## config.mk

```make
export PLATFORM = sky130hd
export DESIGN_NAME = jk_excitation_seq_flat
export DESIGN_NICKNAME = d
export VERILOG_FILES = /design/src/rtl/jk_excitation_seq_if.sv /design/src/rtl/jk_excitation_seq.sv /design/src/flat_wrapper.sv
export SDC_FILE = /design/constraint.sdc
export NUM_CORES = 1
export LEC_CHECK = 0
export CORE_AREA = 4 4 56 58
export CTS_BUF_LIST = sky130_fd_sc_hd__clkbuf_4
export DETAILED_ROUTE_END_ITERATION = 16
export DIE_AREA = 0 0 60 62
export GPL_TIMING_DRIVEN = 0
export PLACE_DENSITY_LB_ADDON = 0.1
export SLEW_MARGIN = 20
export SYNTH_ARGS = -nofsm -noshare
export SYNTH_HDL_FRONTEND = slang
export SYNTH_SLANG_ARGS = --single-unit
export TNS_END_PERCENT = 5
```

## constraint.sdc

```tcl
create_clock -name clk -period 2.4 [get_ports clk]
set_input_delay 0.36 -clock clk [delete_from_list [all_inputs] [get_ports clk]]
set_output_delay 0.36 -clock clk [all_outputs]
set_load 0.005 [all_outputs]
```

## src/rtl/jk_excitation_seq_if.sv

```systemverilog
`default_nettype none
// ============================================================================
//  Module      : jk_excitation_seq_if
//  Description : Bundle of the target-stream handshake and JK excitation
//                outputs of jk_excitation_seq.
//                master : stimulus side (drives in_valid/in_bit/advance/
//                         use_toggle, observes everything else)
//                slave  : the sequencer itself
//  Signals     : in_valid, in_bit   - target Q bit and its qualifier
//                in_ready           - FIFO has room
//                advance            - permit one pop/excitation
//                use_toggle         - encode a change as jk=11
//                j, k               - registered JK drive
//                q_model            - predicted downstream Q
//                busy               - INIT state or FIFO non-empty
//                flips              - saturating count of non-hold excitations
//  Revision    : 1.0  initial release
// ============================================================================
interface jk_excitation_seq_if #(
   parameter int CNT_W = 8
);
   logic             in_valid;
   logic             in_ready;
   logic             in_bit;
   logic             advance;
   logic             use_toggle;
   logic             j;
   logic             k;
   logic             q_model;
   logic             busy;
   logic [CNT_W-1:0] flips;

   modport master (
      output in_valid, in_bit, advance, use_toggle,
      input  in_ready, j, k, q_model, busy, flips
   );

   modport slave (
      input  in_valid, in_bit, advance, use_toggle,
      output in_ready, j, k, q_model, busy, flips
   );
endinterface
`default_nettype wire

```

## src/rtl/jk_excitation_seq.sv

```systemverilog
`default_nettype none
// ============================================================================
//  Module      : jk_excitation_seq
//  Description : Inverse JK flip-flop. Buffers a stream of target Q bits in a
//                small FIFO and, one bit per advance, drives j/k so that a
//                downstream JK flop (reset to 0) follows the stream.
//  Ports       : clk    - rising-edge clock
//                reset  - synchronous, active-high reset
//                bus    - jk_excitation_seq_if.slave (handshake + JK drive)
//  Parameters  : DEPTH  - FIFO entries, power of two, >= 2
//                CNT_W  - width of the saturating flip counter
//  Revision    : 1.0  initial release
// ============================================================================
module jk_excitation_seq #(
   parameter int DEPTH = 4,
   parameter int CNT_W = 8
) (
   input  logic                  clk,
   input  logic                  reset,
   jk_excitation_seq_if.slave    bus
);

   localparam int              PTR_W   = $clog2(DEPTH);
   localparam logic [PTR_W:0]  DEPTH_C = (PTR_W+1)'(DEPTH);

   typedef enum logic [0:0] {
      ST_INIT = 1'b0,
      ST_RUN  = 1'b1
   } state_t;

   state_t             state_q;
   logic [DEPTH-1:0]   fifo_q;
   logic [PTR_W-1:0]   wr_ptr_q;
   logic [PTR_W-1:0]   rd_ptr_q;
   logic [PTR_W:0]     count_q;
   logic               j_q;
   logic               k_q;
   logic               q_model_q;
   logic [CNT_W-1:0]   flips_q;

   logic               do_push;
   logic               do_pop;
   logic               head_bit;
   logic [1:0]         exc_d;

   // in_ready comes only from the registered count, so a pop on the same
   // edge never lets a full FIFO accept a new bit.
   assign bus.in_ready = (count_q < DEPTH_C);
   assign bus.busy     = (state_q == ST_INIT) || (count_q != '0);

   assign do_push  = bus.in_valid && bus.in_ready;
   assign do_pop   = (state_q == ST_RUN) && bus.advance && (count_q != '0);
   assign head_bit = fifo_q[rd_ptr_q];

   // Excitation that moves the downstream flop from q_model to the head bit.
   always_comb begin
      exc_d = 2'b00;
      if (head_bit != q_model_q) begin
         exc_d = bus.use_toggle ? 2'b11 : {head_bit, ~head_bit};
      end
   end

   always_ff @(posedge clk) begin
      if (reset) begin
         state_q   <= ST_INIT;
         wr_ptr_q  <= '0;
         rd_ptr_q  <= '0;
         count_q   <= '0;
         j_q       <= 1'b0;
         k_q       <= 1'b1;
         q_model_q <= 1'b0;
         flips_q   <= '0;
      end else begin
         if (do_push) begin
            fifo_q[wr_ptr_q] <= bus.in_bit;
            wr_ptr_q         <= wr_ptr_q + 1'b1;
         end
         if (do_pop) begin
            rd_ptr_q <= rd_ptr_q + 1'b1;
         end

         case ({do_push, do_pop})
            2'b10:   count_q <= count_q + 1'b1;
            2'b01:   count_q <= count_q - 1'b1;
            default: count_q <= count_q;
         endcase

         case (state_q)
            // INIT leaves jk=01 from reset in place for one cycle, clearing
            // the downstream flop, then falls through to RUN.
            ST_INIT: begin
               state_q <= ST_RUN;
               j_q     <= 1'b0;
               k_q     <= 1'b0;
            end
            default: begin
               state_q <= ST_RUN;
               if (do_pop) begin
                  {j_q, k_q} <= exc_d;
                  q_model_q  <= head_bit;
                  if ((exc_d != 2'b00) && (flips_q != '1)) begin
                     flips_q <= flips_q + 1'b1;
                  end
               end else begin
                  j_q <= 1'b0;
                  k_q <= 1'b0;
               end
            end
         endcase
      end
   end

   assign bus.j       = j_q;
   assign bus.k       = k_q;
   assign bus.q_model = q_model_q;
   assign bus.flips   = flips_q;

endmodule
`default_nettype wire

```

## src/flat_wrapper.sv

```systemverilog
// flat-port wrapper written by rule: the top's interface ports become plain ports
module jk_excitation_seq_flat 
#(
   parameter int DEPTH = 4,
   parameter int CNT_W = 8
)
  (clk, reset, bus_in_valid, bus_in_bit, bus_advance, bus_use_toggle, bus_in_ready, bus_j, bus_k, bus_q_model, bus_busy, bus_flips);
  jk_excitation_seq_if #(.CNT_W(CNT_W)) bus_i ();
  input  logic clk;
  input  logic reset;
  input wire logic [$bits(bus_i.in_valid)-1:0] bus_in_valid;
  input wire logic [$bits(bus_i.in_bit)-1:0] bus_in_bit;
  input wire logic [$bits(bus_i.advance)-1:0] bus_advance;
  input wire logic [$bits(bus_i.use_toggle)-1:0] bus_use_toggle;
  output wire logic [$bits(bus_i.in_ready)-1:0] bus_in_ready;
  output wire logic [$bits(bus_i.j)-1:0] bus_j;
  output wire logic [$bits(bus_i.k)-1:0] bus_k;
  output wire logic [$bits(bus_i.q_model)-1:0] bus_q_model;
  output wire logic [$bits(bus_i.busy)-1:0] bus_busy;
  output wire logic [$bits(bus_i.flips)-1:0] bus_flips;
  assign bus_i.in_valid = bus_in_valid;
  assign bus_i.in_bit = bus_in_bit;
  assign bus_i.advance = bus_advance;
  assign bus_i.use_toggle = bus_use_toggle;
  assign bus_in_ready = bus_i.in_ready;
  assign bus_j = bus_i.j;
  assign bus_k = bus_i.k;
  assign bus_q_model = bus_i.q_model;
  assign bus_busy = bus_i.busy;
  assign bus_flips = bus_i.flips;
  jk_excitation_seq #(.DEPTH(DEPTH), .CNT_W(CNT_W)) u_core (.clk(clk), .reset(reset), .bus(bus_i));
endmodule
```

==> impl_metrics.toml <==
[timing]
final.setup_skew_ns = 0.00919
min_period_ns = 2.21
worst_slack_ns = 0.186
relSlewSlack_pct = 68.3
fmax_mhz = 452
maxSlewViolCount = 0
period_share_pct = 92.3
worstMarginPinSlew_ns = 0.476
setup_viol = 0
final_hold_viol_count = 0
rsz0062_at_grt = "no"

[clock_tree]
cts-htree-levels = 1
clk_latency_ns = 0.31
cts_tree = "yes"
clk_path_buf_depth = 2
clock_tree.root_cell = "clkbuf_4"
cts_resized = 0
clock-sinks = 23
cts_hold_buffers = 0
cts_setup_buffers = 0
cts.clk_slew.worst_paths_ns = 0.13
cts_buffers = 3

[critical_path]
crit_path_max_fanout = 6
cp-end-kind = "flip-flop"
start_kind = "primary input"
required_ns = 2.65
path_class = "in2reg"
cp_data_arrival_time_ns = 2.46

[global_routing]
gr-total-overflow = 0
use_met3_pct = 2.48
grt_max_degree = 13
use_met2_pct = 21.5
grt_pass1_vias = 836
gr-usage-all-layers_pct = 13.6
antenna_found_initial = 0
grt_pass1_wl_microns = 3800
grt_use_met1_pct = 17.9
grt.busiest_layer = "met2"

[worst_hold_path]
hold_class = "in2reg"

[synthesis]
netlist_area_sq_um = 1140
syn_nets = 131
avgSynthCellArea_sq_um = 9.64
synth_top_area_share_pct = 33.4
synthTopCellsByCount = "dfxtp_1 (19), a21oi_1 (10), inv_1 (10), nor2_1 (10), nand2_1 (9)"
synth_edf_count = 4
async_flop_share_pct = 0
post-synth-top-count-cell = "dfxtp_1"
synthTopCellsByArea = "dfxtp_1 (33%), edfxtp_1 (11%), ha_1 (6.6%)"
ys_types = 32
ys.flop_type = "dfxtp_1"
synthCells = 118
yosysWarnings = 0
yosysSeqAreaShare_pct = 44.0
synth_seq_cells = 23
yosysTopAreaCell = "dfxtp_1"

[placed_design]
place_inst = 166
dpl_cell_area_sq_um = 1350
place_ws_ns = -0.129
dp_hpwl_microns = 1610
port_buffers = 17
gp_congestion = 0.733

[pwr]
switching_share_pct = 29.8
power.internal_mw = 0.603
power.total_mw = 0.860
p_per_area_nw_per_um2 = 625
p_comb_share_pct = 25.3
max-vdd-ir-drop_mv = 0.386
leakage_nw = 0.504
sequentialPowerShare_pct = 52.7
clockPowerShare_pct = 22.1
p_sw_mw = 0.256

[finish]
drive_gt1_share_pct = 8.63
num_antenna_cells = 0
final_cells = 170
nets = 153
syn2layout_area_growth_pct = 21.0
design_area_sq_um = 1380

[detailed_routing]
drcViolationCount = 0
ant_nets = 0
firstDrtPassIters = 4
via_per_inst = 5.22
drt_wl_total_microns = 2130
vias = 887
drtIter0Drc = 43
routedWlPerCell_microns = 12.5

[die]
ioPinCount = 19
std_cell_rows = 19
die_area_sq_um = 3720
initial_core_util_pct = 42.7
die_w_microns = 60
core_sq_um = 2660
fp.dieH_microns = 62

[flow_run]
drv_cap = 0

[run_status]
status = "finished, final reports clean"
==> through the flow <==
step	setup TNS (ns)	util (%)	hold WS [ns]
final	0	51.7	0.427
after global routing	0	51.7	0.427
after CTS	0	51.7	0.403
after detailed placement	-0.129	50.6	0.499
after global placement	-0.125	50.6	0.485
after floorplan	0	-	0.459
==> layout make-up <==
class                           instances  area, sq um
Tap cell                               31         38.8
Multi-Input combinational cell         80          573
Clock buffer                            4         30.0
Inverter                               10         37.5
Buffer                                  5         26.3
Fill cell                             253         1290
Sequential cell                        23          500
Timing Repair Buffer                   17          170
==> logic make-up (layout without fill, tap and decap cells) <==
family / count (synthesis) / in the layout / synth area share, %
xor gates and xnor gates: 6 / 6 / 5.28
muxes: 5 / 5 / 5.83
AOI/OAI and AO/OA: 21 / 21 / 12.0
DFF: 23 / 23 / 44.0
buffers and inverters: 15 / 36 / 5.61
and+or+nand+nor: 41 / 41 / 18.9
adders and majority gates: 7 / 7 / 8.36
==> layer usage <==
| metal | vias to the layer above | share of wire [%] |
|---|---|---|
| met5 | - | 0 |
| met4 | 0 | 0.89 |
| met3 | 2 | 3.1 |
| met2 | 12 | 46 |
| met1 | 412 | 49 |
| li1 | 461 | - |
==> placed cells by master, fill, tap and decap left out, types with 3 or more instances in the layout <==
cell type and instances:
and3_1 5, clkbuf_1 3, nand3_1 4, inv_1 10, nand2_1 9, mux2_2 3
o31ai_1 3, dfxtp_1 19, xor2_1 3, or4_1 3, nor2_1 10, edfxtp_1 4
clkdlybuf4s50_1 17, o21ai_0 4, ha_1 6, a21oi_1 10, clkbuf_4 4
==> worst max-delay path, cell delays in order <==
cell             delay [ns]
clkdlybuf4s50_1        0.47
o311ai_2               0.15
inv_1                  0.22
ha_1                   0.23
inv_1                  0.06
fa_1                   0.37
xor2_1                 0.15
or3_1                  0.31
a21oi_1                0.14
==> power groups by stage <==
stage	Clock, mW	Combinational (mW)	Sequential [mW]
floorplan	0	0.151	0.457
CTS	0.201	0.219	0.453
finish	0.190	0.217	0.453
global placement	0	0.213	0.461
global route	0.218	0.245	0.458
detailed placement	0	0.217	0.462
==> state kept, by name, indices dropped and copies added, names as in the netlist <==
| name | count |
|---|---|
| u_core.bus.k | 1 |
| u_core.state_q | 1 |
| u_core.bus.j | 1 |
| u_core.wr_ptr_q | 2 |
| u_core.fifo_q | 4 |
| u_core.bus.q_model | 1 |
| u_core.bus.flips | 8 |
| u_core.count_q | 3 |
| u_core.rd_ptr_q | 2 |
==> path summary, 6_finish.rpt <==
kind                       start                   to  slack, ns  depth (start not counted)
max reg2reg   u_core.rd_ptr_q[0]  u_core.bus.flips[6]       0.23                          5
min                        reset  u_core.bus.flips[2]       0.43                          2
min reg2reg  u_core.bus.flips[7]  u_core.bus.flips[7]       0.52                          2
max                  bus_advance    u_core.count_q[2]       0.19                          9
Power figures use the tool's default switching activity.
